===== src/rtl/sd_sdp_rx_pkg.sv =====
// Shared definitions for the slave-response receiver: marker, length limit,
// STATUS bit positions, error codes and the parser state encoding.
package sd_sdp_rx_pkg;

    localparam logic [7:0]  MARKER_SLAVE  = 8'hA5;
    localparam int unsigned S_DP_LEN      = 1024;
    localparam int unsigned TO_CYCLES_DEF = 2048;
    localparam int unsigned LEN_W         = 11;

    // STATUS byte bit indices
    localparam int unsigned STAT_ERR  = 0;
    localparam int unsigned STAT_SREQ = 1;
    localparam int unsigned STAT_BUSY = 2;
    localparam int unsigned STAT_DPS  = 4;

    // err_code values
    localparam logic [1:0] ERR_RX       = 2'd0;
    localparam logic [1:0] ERR_OVF      = 2'd1;
    localparam logic [1:0] ERR_MISMATCH = 2'd2;
    localparam logic [1:0] ERR_TIMEOUT  = 2'd3;

    typedef enum logic [2:0] {
        StIdle      = 3'd0,
        StGetStatus = 3'd1,
        StGetN1     = 3'd2,
        StGetN2     = 3'd3,
        StGetPl     = 3'd4
    } state_t;

endpackage


===== src/rtl/sd_sdp_rx_timeout.sv =====
// Inter-byte idle counter. Counts while enabled, restarts on clear, and
// pulses expire in the cycle whose increment would reach LIMIT.
module sd_sdp_rx_timeout #(
    parameter int unsigned WIDTH = 12,
    parameter int unsigned LIMIT = 2048
) (
    input  logic clk,
    input  logic n_rst,
    input  logic clear,
    input  logic enable,
    output logic expire
);

    localparam logic [WIDTH-1:0] LAST = WIDTH'(LIMIT - 1);

    logic [WIDTH-1:0] count_q;

    // clear dominates, so a byte arriving in the expiry cycle suppresses it
    assign expire = enable && !clear && (count_q == LAST);

    // idle-cycle counter
    always_ff @(posedge clk or negedge n_rst) begin
        if (!n_rst) begin
            count_q <= '0;
        end else if (clear || expire) begin
            count_q <= '0;
        end else if (enable) begin
            count_q <= count_q + 1'b1;
        end
    end

endmodule


===== src/rtl/sd_sdp_rx.sv =====
// Master-side receiver for slave response messages:
// MARKER, STATUS, N1, N2, then N payload bytes. Validates the header,
// streams the payload and reports completion or a coded error.
module sd_sdp_rx
    import sd_sdp_rx_pkg::*;
#(
    parameter logic [7:0]  MARKER    = MARKER_SLAVE,
    parameter int unsigned MAX_LEN   = S_DP_LEN,
    parameter int unsigned TO_CYCLES = TO_CYCLES_DEF
) (
    input  logic             clk,
    input  logic             n_rst,
    input  logic [7:0]       d,
    input  logic             d_rdy,
    input  logic             rx_err,
    input  logic             abort,
    output logic [7:0]       status,
    output logic [LEN_W-1:0] pl_len,
    output logic             hdr_vld,
    output logic [7:0]       pl_q,
    output logic             pl_q_rdy,
    output logic             msg_end,
    output logic             msg_err,
    output logic [1:0]       err_code,
    output logic             busy
);

    localparam int unsigned      TO_W      = $clog2(TO_CYCLES) + 1;
    localparam logic [LEN_W-1:0] MAX_LEN_L = LEN_W'(MAX_LEN);

    state_t           state_q, state_d;
    logic [7:0]       stat_q, stat_d;       // STATUS of the message in flight
    logic [2:0]       n1_q, n1_d;
    logic [LEN_W-1:0] cnt_q, cnt_d;         // payload bytes still expected
    logic [7:0]       status_q, status_d;
    logic [LEN_W-1:0] pl_len_q, pl_len_d;
    logic [7:0]       pl_q_q, pl_q_d;
    logic [1:0]       err_code_q, err_code_d;
    logic             hdr_vld_q, hdr_vld_d;
    logic             pl_q_rdy_q, pl_q_rdy_d;
    logic             msg_end_q, msg_end_d;
    logic             msg_err_q, msg_err_d;
    logic             busy_q;

    logic             err_hit;
    logic [1:0]       err_val;
    logic [LEN_W-1:0] len;
    logic             len_zero;
    logic             to_clear;
    logic             to_enable;
    logic             to_expire;

    assign to_enable = (state_q != StIdle);
    assign to_clear  = d_rdy || abort || (state_q == StIdle);

    sd_sdp_rx_timeout #(
        .WIDTH (TO_W),
        .LIMIT (TO_CYCLES)
    ) u_timeout (
        .clk    (clk),
        .n_rst  (n_rst),
        .clear  (to_clear),
        .enable (to_enable),
        .expire (to_expire)
    );

    // next-state and output decode; abort > rx_err > byte > timeout
    always_comb begin
        state_d    = state_q;
        stat_d     = stat_q;
        n1_d       = n1_q;
        cnt_d      = cnt_q;
        status_d   = status_q;
        pl_len_d   = pl_len_q;
        pl_q_d     = pl_q_q;
        err_code_d = err_code_q;
        hdr_vld_d  = 1'b0;
        pl_q_rdy_d = 1'b0;
        msg_end_d  = 1'b0;
        msg_err_d  = 1'b0;
        err_hit    = 1'b0;
        err_val    = ERR_RX;
        len        = {n1_q, d};
        len_zero   = (len == '0);

        if (abort) begin
            state_d = StIdle;
            cnt_d   = '0;
        end else if ((state_q != StIdle) && rx_err) begin
            err_hit = 1'b1;
            err_val = ERR_RX;
        end else if (d_rdy) begin
            unique case (state_q)
                StIdle: begin
                    if (d == MARKER) begin
                        state_d = StGetStatus;
                    end
                end
                StGetStatus: begin
                    stat_d  = d;
                    state_d = StGetN1;
                end
                StGetN1: begin
                    if (d[7:3] != 5'd0) begin
                        err_hit = 1'b1;
                        err_val = ERR_OVF;
                    end else begin
                        n1_d    = d[2:0];
                        state_d = StGetN2;
                    end
                end
                StGetN2: begin
                    if (len > MAX_LEN_L) begin
                        err_hit = 1'b1;
                        err_val = ERR_OVF;
                    end else if (stat_q[STAT_DPS] == len_zero) begin
                        // DPS must be set exactly when a payload follows
                        err_hit = 1'b1;
                        err_val = ERR_MISMATCH;
                    end else if (stat_q[STAT_ERR] && !len_zero) begin
                        err_hit = 1'b1;
                        err_val = ERR_MISMATCH;
                    end else begin
                        hdr_vld_d = 1'b1;
                        status_d  = stat_q;
                        pl_len_d  = len;
                        if (len_zero) begin
                            msg_end_d = 1'b1;
                            state_d   = StIdle;
                        end else begin
                            cnt_d   = len;
                            state_d = StGetPl;
                        end
                    end
                end
                StGetPl: begin
                    pl_q_d     = d;
                    pl_q_rdy_d = 1'b1;
                    cnt_d      = cnt_q - 1'b1;
                    if (cnt_q == LEN_W'(1)) begin
                        msg_end_d = 1'b1;
                        state_d   = StIdle;
                    end
                end
                default: begin
                    state_d = StIdle;
                end
            endcase
        end else if (to_expire) begin
            err_hit = 1'b1;
            err_val = ERR_TIMEOUT;
        end

        if (err_hit) begin
            msg_err_d  = 1'b1;
            err_code_d = err_val;
            state_d    = StIdle;
            cnt_d      = '0;
        end
    end

    // state and registered outputs
    always_ff @(posedge clk or negedge n_rst) begin
        if (!n_rst) begin
            state_q    <= StIdle;
            stat_q     <= '0;
            n1_q       <= '0;
            cnt_q      <= '0;
            status_q   <= '0;
            pl_len_q   <= '0;
            pl_q_q     <= '0;
            err_code_q <= '0;
            hdr_vld_q  <= 1'b0;
            pl_q_rdy_q <= 1'b0;
            msg_end_q  <= 1'b0;
            msg_err_q  <= 1'b0;
            busy_q     <= 1'b0;
        end else begin
            state_q    <= state_d;
            stat_q     <= stat_d;
            n1_q       <= n1_d;
            cnt_q      <= cnt_d;
            status_q   <= status_d;
            pl_len_q   <= pl_len_d;
            pl_q_q     <= pl_q_d;
            err_code_q <= err_code_d;
            hdr_vld_q  <= hdr_vld_d;
            pl_q_rdy_q <= pl_q_rdy_d;
            msg_end_q  <= msg_end_d;
            msg_err_q  <= msg_err_d;
            busy_q     <= (state_d != StIdle);
        end
    end

    assign status   = status_q;
    assign pl_len   = pl_len_q;
    assign hdr_vld  = hdr_vld_q;
    assign pl_q     = pl_q_q;
    assign pl_q_rdy = pl_q_rdy_q;
    assign msg_end  = msg_end_q;
    assign msg_err  = msg_err_q;
    assign err_code = err_code_q;
    assign busy     = busy_q;

endmodule

===== config.mk =====
export PLATFORM = sky130hd
export DESIGN_NAME = sd_sdp_rx
export DESIGN_NICKNAME = d
export VERILOG_FILES = /design/src/rtl/sd_sdp_rx_pkg.sv /design/src/rtl/sd_sdp_rx_timeout.sv /design/src/rtl/sd_sdp_rx.sv
export SDC_FILE = /design/constraint.sdc
export NUM_CORES = 1
export LEC_CHECK = 0
export ABC_AREA = 1
export BUFFER_PORTS_ARGS = -buffer_cell sky130_fd_sc_hd__buf_2
export CORE_ASPECT_RATIO = 1.75
export CORE_MARGIN = 4
export CORE_UTILIZATION = 55
export CTS_CLUSTER_DIAMETER = 30
export DETAILED_ROUTE_END_ITERATION = 10
export HOLD_SLACK_MARGIN = 0.05
export PLACE_DENSITY = 0.86
export SKIP_LAST_GASP = 1
export SYNTH_ARGS = -nofsm -noshare
export SYNTH_HDL_FRONTEND = slang
export SYNTH_SLANG_ARGS = --single-unit

===== constraint.sdc =====
create_clock -name clk -period 4.65 [get_ports clk]
set_input_delay 0.93 -clock clk [delete_from_list [all_inputs] [get_ports clk]]
set_output_delay 0.93 -clock clk [all_outputs]
set_load 0.05 [all_outputs]

# Word level (Yosys, flattened, before mapping)
# Cells that the tools add are included.
# totals
reg_bits,71
input_bits,13
output_inout_bits,34
elab_cells,120
# classes
n_addsub,2
magnitude_cmp,1
n_eq_ne,13
muxes,62
bitwise,6
n_reduce_logical,22
# ops
cell,count
$mux 11,8
$mux 3,11
$mux 1,29
$mux 12,2
$pmux 11 s2,1
$ne 4x4->1 const B,4
$pmux 3 s5,1
$mux 2,7
$reduce_and 7->1,2
$add 12x1->12 const B,1
$eq 12x11->1 const B,1
$eq 11x1->1 const B,1
$gt 11x11->1 const B,1
$logic_not 11->1,1
$sub 11x1->11 const B,1
$reduce_bool 3->1,3
$eq 8x8->1 const B,1
$reduce_and 4->1,2
$eq 3x2->1 const B,2
$not 1->1,6
$reduce_and 5->1,1
$reduce_bool 5->1,1
$logic_and 1x1->1,4
$pmux 1 s2,2
10 further kinds,13

# Logic depth before layout (Yosys ltp)
# depth
word_depth,12
mapped_depth,12
mapped_depth_nobuf,12

# Hierarchy
# Synthesis repeated with hierarchy kept, for this count alone.
# hier_totals
hier_cells,454
hier_area_um2,3702.3
# modules_own_cells
mod,instances,cells_each,area_per_inst_um2,seq_area_each_um2
sd_sdp_rx,1,365,2940.3,1476.4
sd_sdp_rx_timeout,1,89,762.0,300.3

# Worst setup path before layout
# Ideal clock, no wire load.
# synth_path
kind,in2reg
startpoint,in d[4]
endpoint,reg cnt_q[0]
setup_time_ns,0.119
arrival_ns,1.986
required_time_ns,4.531
setup_slack_ns,2.546
cell_stages,11
n_path_buf,1
path_cell_list,nor2_2 > nand2_1 > nor2_4 > nand2_1 > nand2_2 > nand2_1 > nand2_4 > nor2_8 > buf_6 > o21ai_1 > nor2_1
# synth_via
elab_chain_cells,12
word_cells_on_any_way,23
cone_classes,order compare (1); eq/ne (6); mux (9); reduce/logical (7)
# synth_lines
item,line,text
"start, declared",sd_sdp_rx.sv:13,"input logic [7:0] d,"
"parallel branches: the longest is 12 deep, another holds $gt 11x11->1",n/a,
"end signal, assigned",sd_sdp_rx.sv:182,cnt_q <= cnt_d;
"end, declared",sd_sdp_rx.sv:34,"logic [LEN_W-1:0] cnt_q, cnt_d;"
# Parallel ways; which one is timed is not known.
# A chain may end at the register's enable or synchronous reset.

# Worst setup path in the final report
# layout_path
startpoint,in d[4]
endpoint,"reg status_q[3], in the netlist status[3]"
# layout_via
elab_chain_cells,5
word_cells_on_any_way,9
cone_classes,order compare (1); eq/ne (1); bitwise (3); reduce/logical (4)
# layout_lines
item,line,text
"parallel branches: the longest is 4 deep, another holds $gt 11x11->1",n/a,
$reduce_and 7->1 (no line) *,n/a,
"end signal, assigned",sd_sdp_rx.sv:183,status_q <= status_d;
"end, declared",sd_sdp_rx.sv:35,"logic [7:0] status_q, status_d;"
# Mark *: on every way between the ends.

==> summary.md <==
| Metric | Value |
|---|---|
| Worst-Skew Late Latency | 0.36 ns |
| Die width | a little under 70 µm |
| DRT Pass-1 Iters | 4 |
| GRT Total Usage | 0.224 |
| Worst hold path depth | 1 |
| Die Y | around 110 µm |
| Static leakage | a little under 2 nW |
| CTS tree | yes |
| R2r setup slk | roughly 2 ns |
| Clock transition at path regs | roughly 0.080 ns |
| Final net count | 470 |
| First-pass GRT wire length | ~13 mm |
| Core ar. | roughly 6200 µm² |
| Commonest cells after routing, fill and taps aside | nand2_1, dfrtp_1, buf_2, o21ai_1, inv_1 |
| DRC viols | 0 |
| Routed WL | approximately 8 mm |
| Routability cong. | approximately 0.95 |
| Worst-Margin Slew | between 1 and 1.5 ns |
| Critical path buffers and inverters | 2 |
| Clock Path Buffers | 2 |
| Critical path depth | 10 |
| Fill cell count | between 500 and 600 |
| Critical Path RT | approximately 5 ns |
| Worst Path Max Fanout | 31 |
| Initial antenna violation count | 0 |
| Power density cells | 304 nW/µm² |
| Final number of setup-violating endpoints | 0 |
| CP max stage cell | nand3_1 |
| Vias | around 2900 |
| Largest delay share family, worst path | simple AND/OR/NAND/NOR gates |
| Initial Util | 0.562 |
| Post-CTS Hold Fix Bufs | 0 |
| Critical Path Max Stage Delay | 0.76 ns |
| Worst Skew | about 0.0058 ns |
| Via/cell ratio | between 5 and 6 |
| Mapped cell area | 3480 µm² |
| Setup crit end kind | flip-flop |
| Worst slew margin | 0.287 |
| Unrepaired setup endpoints after global routing | no |
| DR iter-0 viols | between 200 and 250 |
| Fin crit share | 0.606 |
| Post-CTS Setup Bufs | 0 |
| Die area | ~7700 µm² |
| Avg Inst Size Synth | about 8.6 µm² |
| Crit path DAT | between 3 and 4 ns |
| Largest net degree at the start of global routing | 42 |
| Synth Instances | around 400 |
| Register area | about 1800 µm² |
| Hold_ws | 0.473 ns |
| Final worst path period need | between 2 and 3 ns |
| Slew Viols, Final | 0 |
| R2R depth | 7 |
| CP Cell Sequence | buf_2 -> nor2_2 -> nand2_1 -> nor2_4 -> nand2_2 -> a21oi_2 -> nand3_1 -> inv_2 -> nand2_1 -> nand2_1 |
| Achievable Freq | approximately 350 MHz |
| WL/cell | between 10 and 15 µm |
| Worst Hold Class | reg -> reg |
| Grt total ovfl | 0 |
| Most used cell, CP | nand2_1 |
| Antenna cells | 0 |
| Share of layout cells above drive strength 1 | 0.242 |
| Number of global-route vias before repair | between 2000 and 3000 |
| Max VDD drop | about 280 µV |
| Seq/Total Area, Yosys | 0.511 |
| Resize count post-CTS | 0 |
| Crit Path Category | in -> reg |
| I/O Buffers | 46 |
| H-tree depth reported by CTS | 3 |
| Final Util | 0.641 |
| Status | finished clean |
| Multi-input logic area | 1490 µm² |
| Cell Count, Final, Fillers Out | around 540 |
| Synth-to-Final Area Change | 14.0% |
| Number of max-cap violations | 0 |
| Setup tns final | 0 ns |
| Antenna viol nets, final | 0 |
| Most common cell after layout, fill and taps aside | nand2_1 |
| Placed Cells incl. Taps | between 500 and 600 |
| Root Buffer | clkbuf_8 |
| Final Hold Viols | 0 |
| Critical path launch point type | input pin |
| I/O pins | 47 |
| Post-Syn Nets | 420 |
| HPWL after DPL | ~5.6 mm |
| Num CTS Buffers | 9 |
| CTS sink count | about 70 |
| Synthesis Warnings | 0 |
| Synth unique cells | 36 |
| Core Rows | 38 |
| Post-synthesis register bit count | just over 70 |
## where the power goes
group,switching [mW],internal [mW]
combinational,0.0571,0.0145
clock,0.243,0.265
sequential,0.00326,0.623
## cells by family after synthesis
family	after synthesis	synth area share
AND/OR/NAND/NOR	193	0.256
XOR/XNOR	3	0.00756
buffers and inverters	49	0.0616
flip-flops	71	0.511
adder cells (fa/ha/maj)	3	0.0108
AO/OA/AOI/OAI	85	0.153
## registers in the layout (all words and copies together), names as in the netlist
register and count:
cnt_q 11, pl_q 8, status 8, n1_q 3, msg_err 1, pl_len 11
msg_end 1, state_q 3, busy 1, pl_q_rdy 1, u_timeout.count_q 12, err_code 2
hdr_vld 1, stat_q 8
## layout make-up
cell class,count,share of cell area
clock buffers,10,0.0347
well taps,80,0.0253
repair buffers,47,0.0600
clock inverters,6,0.0171
flip-flops and latches,71,0.449
inverters,41,0.0395
multi-input cells,284,0.375
## worst paths after layout
kind / from / to
max: d[4] / status[3]
min: u_timeout.count_q[0] / u_timeout.count_q[0]
max reg2reg: state_q[2] / status[3]
min reg2reg: u_timeout.count_q[0] / u_timeout.count_q[0]
max in group asynchronous: n_rst / pl_q[4]
min in group asynchronous: n_rst / u_timeout.count_q[4]
## worst reg2reg max path, stage by stage, from the launching register on
cell and delay, ns:
dfrtp_1 0.47, nor3_2 0.40, inv_2 0.11, a21oi_2 0.18, nand3_1 0.76, inv_2 0.43
nand2_1 0.10, nand2_1 0.08
## stage by stage
stage | total power, mW | area (µm²) | setup slack [ns]
global route | 1.25 | 3960 | 1.60
global placement | 0.709 | 3760 | 1.59
floorplan | 0.676 | 3480 | 2.55
finish | 1.20 | 3960 | 1.83
detailed placement | 0.710 | 3760 | 1.40
CTS | 1.22 | 3960 | 1.77
## per-layer routing
metal | track usage | wire length, µm | up-vias
li1 | - | - | 1426
met1 | 0.247 | 2970 | 1350
met2 | 0.383 | 4260 | 83
met3 | 0.0536 | 377 | 17
met4 | 0.118 | 204 | 0
met5 | 0 | 0 | -
## Yosys cell counts, drive strengths merged
library cell	n	area [µm²]
nand2	120	475
dfrtp	71	1780
o21ai	50	250
inv	41	156
nor2	34	174
a21oi	23	156
nand3	18	110
nor3	13	75.1
buf	8	57.6
o211ai	7	82.6
ha	3	37.5
xor2	3	26.3
a31oi	2	12.5
nand3b	2	15.0
nand4	2	12.5
or2	2	12.5
a22oi	1	7.51
nor3b	1	7.51
nor4	1	6.26
o221ai	1	15.0
o32ai	1	8.76
Note: power is estimated with default switching activity, not from simulation.
